**src/rtl/text_entry_pkg.sv**
```systemverilog
// ============================================================================
// Module   : text_entry_pkg
// Purpose  : Shared constants and FSM state type for the text entry writer.
// Revision : 1.0
// ============================================================================
`default_nettype none

package text_entry_pkg;

    localparam int         NUM_SLOTS           = 7;
    localparam logic [3:0] CHECK_IDLE          = 4'hF;
    localparam int         DEFAULT_BLANK_INDEX = 36;
    localparam int         DEFAULT_CHAR_COUNT  = 37;

    typedef enum logic [1:0] {
        IDLE  = 2'd0,
        WRITE = 2'd1,
        GAP   = 2'd2
    } state_t;

endpackage

`default_nettype wire

```
**src/rtl/text_entry_writer_if.sv**
```systemverilog
// ============================================================================
// Module   : text_entry_writer_if
// Purpose  : Slot-write bus from the text entry writer to the effect blocks.
// Revision : 1.0
// ============================================================================
`default_nettype none

interface text_entry_writer_if;

    logic [3:0] check;
    logic [6:0] text_index;
    logic       busy;

    modport master (output check, output text_index, output busy);
    modport slave  (input  check, input  text_index, input  busy);

endinterface

`default_nettype wire

```
**src/rtl/btn_debounce.sv**
```systemverilog
// ============================================================================
// Module   : btn_debounce
// Purpose  : 2-FF synchroniser, level debouncer and one-cycle press pulse.
// Revision : 1.0
// ============================================================================
`default_nettype none

module btn_debounce #(
    parameter int DEBOUNCE_CYCLES = 500000
) (
    input  logic clk,
    input  logic rst,
    input  logic key_n,
    output logic press
);

    localparam int CW = $clog2(DEBOUNCE_CYCLES + 1);

    logic          r_sync1;
    logic          r_sync2;
    logic          r_stable;
    logic [CW-1:0] r_cnt;
    logic          r_press;

    // Counter only runs while the synced level disagrees with the accepted one
    always_ff @(posedge clk or posedge rst) begin
        if (rst) begin
            r_sync1  <= 1'b1;
            r_sync2  <= 1'b1;
            r_stable <= 1'b1;
            r_cnt    <= '0;
            r_press  <= 1'b0;
        end else begin
            r_sync1 <= key_n;
            r_sync2 <= r_sync1;
            r_press <= 1'b0;
            if (r_sync2 == r_stable) begin
                r_cnt <= '0;
            end else if (r_cnt == CW'(DEBOUNCE_CYCLES - 1)) begin
                r_stable <= r_sync2;
                r_cnt    <= '0;
                r_press  <= ~r_sync2;
            end else begin
                r_cnt <= r_cnt + 1'b1;
            end
        end
    end

    assign press = r_press;

endmodule

`default_nettype wire

```
**src/rtl/text_entry_writer.sv**
```systemverilog
// ============================================================================
// Module   : text_entry_writer
// Purpose  : Button-driven 7-character editor that sweeps its buffer onto the
//            shared (check, text_index) slot-write bus on commit.
// Revision : 1.0
// ============================================================================
`default_nettype none

module text_entry_writer
    import text_entry_pkg::*;
#(
    parameter int DEBOUNCE_CYCLES = 500000,
    parameter int CHAR_COUNT      = DEFAULT_CHAR_COUNT,
    parameter int BLANK_INDEX     = DEFAULT_BLANK_INDEX,
    parameter int AUTO_COMMIT     = 0
) (
    input  logic                       clk,
    input  logic                       rst,
    input  logic                       key_next_n,
    input  logic                       key_inc_n,
    input  logic                       key_dec_n,
    input  logic                       key_commit_n,
    text_entry_writer_if.master        bus,
    output logic [2:0]                 cursor,
    output logic [6:0]                 edit_char
);

    logic [3:0] w_keys_n;
    logic [3:0] w_press;
    logic       w_next;
    logic       w_inc;
    logic       w_dec;
    logic       w_req;

    logic [6:0] r_buf [NUM_SLOTS];
    logic [2:0] r_cursor;
    state_t     r_state;
    logic [2:0] r_slot;
    logic       r_pending;
    logic       r_init;
    logic [3:0] r_check;
    logic [6:0] r_text;
    logic       r_busy;

    assign w_keys_n = {key_commit_n, key_dec_n, key_inc_n, key_next_n};

    generate
        for (genvar gi = 0; gi < 4; gi++) begin : g_btn
            btn_debounce #(
                .DEBOUNCE_CYCLES (DEBOUNCE_CYCLES)
            ) u_btn (
                .clk   (clk),
                .rst   (rst),
                .key_n (w_keys_n[gi]),
                .press (w_press[gi])
            );
        end
    endgenerate

    assign w_next = w_press[0];
    assign w_inc  = w_press[1] & ~w_press[2];
    assign w_dec  = w_press[2] & ~w_press[1];
    // r_init turns the first cycle after reset into a blank-buffer publish
    assign w_req  = w_press[3] | r_init | ((AUTO_COMMIT != 0) & (w_inc | w_dec));

    always_ff @(posedge clk or posedge rst) begin
        if (rst) begin
            for (int i = 0; i < NUM_SLOTS; i++) begin
                r_buf[i] <= 7'(BLANK_INDEX);
            end
            r_cursor <= '0;
        end else begin
            if (w_inc) begin
                r_buf[r_cursor] <= (r_buf[r_cursor] == 7'(CHAR_COUNT - 1)) ?
                                   7'd0 : r_buf[r_cursor] + 7'd1;
            end
            if (w_dec) begin
                r_buf[r_cursor] <= (r_buf[r_cursor] == 7'd0) ?
                                   7'(CHAR_COUNT - 1) : r_buf[r_cursor] - 7'd1;
            end
            if (w_next) begin
                r_cursor <= (r_cursor == 3'(NUM_SLOTS - 1)) ? 3'd0 : r_cursor + 3'd1;
            end
        end
    end

    always_ff @(posedge clk or posedge rst) begin
        if (rst) begin
            r_state   <= IDLE;
            r_slot    <= '0;
            r_pending <= 1'b0;
            r_init    <= 1'b1;
            r_check   <= CHECK_IDLE;
            r_text    <= '0;
            r_busy    <= 1'b0;
        end else begin
            r_init <= 1'b0;
            case (r_state)
                IDLE: begin
                    if (w_req) begin
                        r_state   <= WRITE;
                        r_slot    <= '0;
                        r_check   <= 4'd0;
                        r_text    <= r_buf[0];
                        r_busy    <= 1'b1;
                        r_pending <= 1'b0;
                    end
                end
                WRITE: begin
                    if (w_req) begin
                        r_pending <= 1'b1;
                    end
                    if (r_slot == 3'(NUM_SLOTS - 1)) begin
                        r_state <= GAP;
                        r_check <= CHECK_IDLE;
                    end else begin
                        r_slot  <= r_slot + 3'd1;
                        r_check <= {1'b0, r_slot + 3'd1};
                        r_text  <= r_buf[r_slot + 3'd1];
                    end
                end
                GAP: begin
                    // Any number of requests seen during the sweep yield one rerun
                    if (r_pending | w_req) begin
                        r_state   <= WRITE;
                        r_slot    <= '0;
                        r_check   <= 4'd0;
                        r_text    <= r_buf[0];
                        r_pending <= 1'b0;
                    end else begin
                        r_state <= IDLE;
                        r_busy  <= 1'b0;
                    end
                end
                default: begin
                    r_state <= IDLE;
                    r_check <= CHECK_IDLE;
                    r_busy  <= 1'b0;
                end
            endcase
        end
    end

    assign bus.check      = r_check;
    assign bus.text_index = r_text;
    assign bus.busy       = r_busy;
    assign cursor         = r_cursor;
    assign edit_char      = r_buf[r_cursor];

endmodule

`default_nettype wire
```
**src/flat_wrapper.sv**
```systemverilog
// flat-port wrapper written by rule: the top's interface ports become plain ports
module text_entry_writer_flat import text_entry_pkg::*;
#(
    parameter int DEBOUNCE_CYCLES = 500000,
    parameter int CHAR_COUNT      = DEFAULT_CHAR_COUNT,
    parameter int BLANK_INDEX     = DEFAULT_BLANK_INDEX,
    parameter int AUTO_COMMIT     = 0
)
  (clk, rst, key_next_n, key_inc_n, key_dec_n, key_commit_n, cursor, edit_char, bus_check, bus_text_index, bus_busy);
  text_entry_writer_if bus_i ();
  input  logic clk;
  input  logic rst;
  input  logic key_next_n;
  input  logic key_inc_n;
  input  logic key_dec_n;
  input  logic key_commit_n;
  output logic [2:0] cursor;
  output logic [6:0] edit_char;
  output wire logic [$bits(bus_i.check)-1:0] bus_check;
  output wire logic [$bits(bus_i.text_index)-1:0] bus_text_index;
  output wire logic [$bits(bus_i.busy)-1:0] bus_busy;
  assign bus_check = bus_i.check;
  assign bus_text_index = bus_i.text_index;
  assign bus_busy = bus_i.busy;
  text_entry_writer #(.DEBOUNCE_CYCLES(DEBOUNCE_CYCLES), .CHAR_COUNT(CHAR_COUNT), .BLANK_INDEX(BLANK_INDEX), .AUTO_COMMIT(AUTO_COMMIT)) u_core (.clk(clk), .rst(rst), .key_next_n(key_next_n), .key_inc_n(key_inc_n), .key_dec_n(key_dec_n), .key_commit_n(key_commit_n), .bus(bus_i), .cursor(cursor), .edit_char(edit_char));
endmodule
```
**config.mk**
```make
export PLATFORM = sky130hd
export DESIGN_NAME = text_entry_writer_flat
export DESIGN_NICKNAME = d
export VERILOG_FILES = /design/src/rtl/text_entry_pkg.sv /design/src/rtl/text_entry_writer_if.sv /design/src/rtl/btn_debounce.sv /design/src/rtl/text_entry_writer.sv /design/src/flat_wrapper.sv
export SDC_FILE = /design/constraint.sdc
export NUM_CORES = 1
export LEC_CHECK = 0
export BUFFER_PORTS_ARGS = -buffer_cell sky130_fd_sc_hd__buf_4
export CAP_MARGIN = 30
export CORE_MARGIN = 2
export CORE_UTILIZATION = 45
export CTS_CLUSTER_SIZE = 30
export DETAILED_ROUTE_END_ITERATION = 10
export GPL_ROUTABILITY_DRIVEN = 0
export PLACE_DENSITY = 0.67
export SETUP_SLACK_MARGIN = 0.05
export SYNTH_ARGS = -nofsm -noshare
export SYNTH_HDL_FRONTEND = slang
export SYNTH_HIERARCHICAL = 1
export SYNTH_SLANG_ARGS = --single-unit
```
**constraint.sdc**
```tcl
create_clock -name clk -period 6.9 [get_ports clk]
set_clock_uncertainty 0.2 [all_clocks]
set_input_delay 0.345 -clock clk [delete_from_list [all_inputs] [get_ports clk]]
set_output_delay 0.345 -clock clk [all_outputs]
set_load 0.02 [all_outputs]
```
==> flow_summary.ini <==
[timing]
fin_ws_ns = 3.198
tns_ns = 0
relSlewSlack_pct = 35.35
timing.fmax_mhz = 270.2
rsz0062_at_grt = false
finalCritPeriodShare_pct = 53.65
tightestPinTransition_ns = 0.9661
hold_violations = 0
setup_viol = 0
slew_viol_final = 0
finalCriticalPeriod_ns = 3.702

[floorplan]
die_area_mm2 = 0.02162
core_mm2 = 0.02017
rows = 52
io_pins = 28
die_w_um = 147.0
die_y_um = 147.0
start_util_pct = 45.64

[detailed_routing]
wl_met3_um = 1432
vias = 7428
antenna_left = 0
viasPerCell = 5.905
wl_met2_um = 10410
wirelength_um = 22660
avgRoutedWirePerCell_um = 18.01
route.detailed.drc = 0
firstDrtPassIters = 5
drtIter0Drc = 635
wl_met1_um = 9732
routed.top_layer = met4

[cts]
htreeDepth = 4
cts_tree = done
path_clk_slew_ns = 0.06
cts_buffers = 17
cts.sinks = 163
cts_buffer_depth = 2
cts_resized = 0
clock-root-buffer = clkbuf_16
clock_latency_ns = 0.42

[logic_synthesis]
synth-adder-area-share_pct = 1.223
synth_commonest_cells = 144 x nor2_1, 132 x dfrtp_1, 70 x a21oi_1
ys_seq_elements = 163
muxShareOfSynthArea_pct = 5.954
syn_inst = 946
synth-compound-area-share_pct = 14.92
ys_seq_area_share_pct = 44.73
yosys_warnings = 6
ys_top_cells_by_area = dfrtp_1 36%, dfstp_2 8.8%, nor2_1 5.9%
syn_area_mm2 = 0.009205
synth_top_cell_by_area = dfrtp_1
synth_xor_xnor_area_share_pct = 5.804
synth.most_common_cell = nor2_1
syn-num-nets = 961
yosys.area_share.simple_pct = 24.15
yosysUniqueCellTypes = 69
synth-edff-count = 0
synth_ff_type = dfrtp_1
postSynthAreaPerCell_um2 = 9.731
synth_top_area_share_pct = 35.88
synth_top_family_by_area = simple AND/OR/NAND/NOR gates
synthArstFlopShare_pct = 100.0

[power]
p_sw_share_pct = 29.45
pwr-share-clk_pct = 35.6
p_switching_uw = 710.8
p_int_uw = 1703
combPwrFrac_pct = 20.3
power_density_mw_per_mm2 = 236.4
sequentialPowerShare_pct = 44.0
ir_worst_vdd_v = 0.0001525
cellLeakagePower_uw = 0.004184

[setup_path]
cp_data_arrival_time_ns = 3.78
r2r-start = u_core/cursor[0]
crit_path_end_kind = flop
crit_chain = nor2_1, a22oi_1, nand2_1, ha_1, a21bo_2, nor3_1, nor3_1, a21oi_1, o22ai_1
critical_path.most_common_cell = nor3_1
worstPathRequired_ns = 6.98
slowest_stage = dfrtp_1
path_class = flop to flop
cp-start-kind = flop
r2r_slack_ns = 3.20
slowest_delay_ns = 0.70
crit_path_start = u_core/cursor[0]
worst-path-max-fanout = 26

[global_route]
gr-total-overflow = 0
grt_usage_pct = 21.87
grt_pass1_wl_um = 37560
grt_pass1_vias = 7251
antenna_found_initial = 0
grt_start_max_net_pins = 72

[finish]
area_delta_synth_final_pct = 10.93
diodes = 0
multi_input_area_mm2 = 0.004796
nets = 992
drive_above_1_share_pct = 15.49
fillCellCount = 1865
ff_latch_area_mm2 = 0.004118

[worst_hold_path]
worstHoldStart = u_core/g_btn[1].u_btn/r_sync1
worst_hold_path_type = flop to flop

[place]
dp_hpwl_um = 15110
place_ws_ns = 3.323
portBuffers = 27

[run]
maxCapViolCount = 0

[outcome]
status = finished, final reports clean
logic make-up (layout without fill, tap and decap cells):
kind of cell | after synthesis | after routing
buffers and inverters | 61 | 103
adders and majority gates | 9 | 9
other | 1 | 1
DFF | 163 | 163
AOI/OAI and AO/OA | 214 | 214
and+or+nand+nor | 394 | 394
muxes | 43 | 43
xor gates and xnor gates | 61 | 61
power by group through the flow:
stage / Combinational, uW / Clock [uW] / Sequential [uW]
3_3_place_gp: 476 / 0 / 1080
3_5_place_dp: 486 / 0 / 1080
5_1_grt: 529 / 930 / 1070
4_1_cts: 489 / 889 / 1060
2_1_floorplan: 297 / 0 / 1110
6_report: 491 / 860 / 1060
per-stage QoR:
stage                     power, uW  utilization [%]  hold WS [ns]  instance area (um2)  instances
after floorplan                1407                -        0.1447                 9205        946
after global placement         1555            47.73        0.1454                 9627       1222
after detailed placement       1568            47.73        0.1468                 9627       1222
after CTS                      2443            50.57        0.1562                10200       1257
after global routing           2531            50.63        0.1570                10210       1258
final                          2414            50.63        0.1545                10210       1258
layer usage:
| metal | vias to the layer above | global-route usage (%) |
|---|---|---|
| met4 | 0 | 11.54 |
| met3 | 86 | 4.845 |
| met5 | - | 0 |
| li1 | 3495 | - |
| met2 | 258 | 34.18 |
| met1 | 3589 | 28.62 |
cell usage in the layout (no fill, tap or decap), types with 10 or more instances in the layout:
| master | count |
|---|---|
| inv_1 | 30 |
| mux2_2 | 11 |
| dfrtp_1 | 132 |
| dfstp_2 | 31 |
| nor2_1 | 144 |
| a21oi_1 | 70 |
| buf_4 | 33 |
| xnor2_1 | 52 |
| nand2b_1 | 10 |
| o21ai_0 | 52 |
| a211oi_1 | 16 |
| nand2_1 | 66 |
| and3_1 | 10 |
| mux2i_1 | 24 |
| nor4_1 | 16 |
| nand4b_1 | 14 |
| a221oi_1 | 10 |
| nand3_1 | 33 |
| clkbuf_16 | 17 |
| a22oi_1 | 15 |
| nor3_1 | 25 |
critical path: cells and delay by family (launching register included):
kind	cells	cell delay, ns
AND/OR/NAND/NOR	4	1.35
AO/OA/AOI/OAI	4	1.06
flip-flops	1	0.70
adder cells (fa/ha/maj)	1	0.24
area by class of cell:
cell class,instances,share of cell area (%)
inverter,34,1.250
clock inverter,6,0.6004
multi-input combinational,722,46.97
tap,270,3.308
clock buffer,24,4.522
timing repair buffer,39,3.027
sequential,163,40.33
path summary, 6_finish.rpt:
check | to | depth (start not counted)
worst max register to register | u_core/r_buf[24] | 9
min in group asynchronous | u_core/g_btn[0].u_btn/r_cnt[15] | 3
worst min-delay path | u_core/g_btn[1].u_btn/r_sync2 | 0
worst max-delay path | u_core/r_buf[24] | 9
worst min register to register | u_core/g_btn[1].u_btn/r_sync2 | 0
max in group asynchronous | u_core/r_buf[6] | 4
flip-flops by register name (all words and copies together), names as in the netlist:
register and count:
u_core/bus.check 4, u_core/r_slot 3, u_core/g_btn.u_btn/r_stable 4, u_core/cursor 3
u_core/bus.text_index 7, u_core/g_btn.u_btn/r_sync1 4, u_core/r_pending 1, u_core/bus.busy 1
u_core/g_btn.u_btn/r_cnt 76, u_core/r_buf 49, u_core/g_btn.u_btn/press 4, u_core/r_state 2
u_core/g_btn.u_btn/r_sync2 4, u_core/r_init 1
what timing repair did:
| item | in CTS | in global routing |
|---|---|---|
| setup buffers | 0 | 0 |
| endpoints found under the hold margin | 79 | 0 |
| setup endpoints to repair | 0 | 0 |
| hold buffers | 5 | 0 |
(Power assumes the default switching activity.)
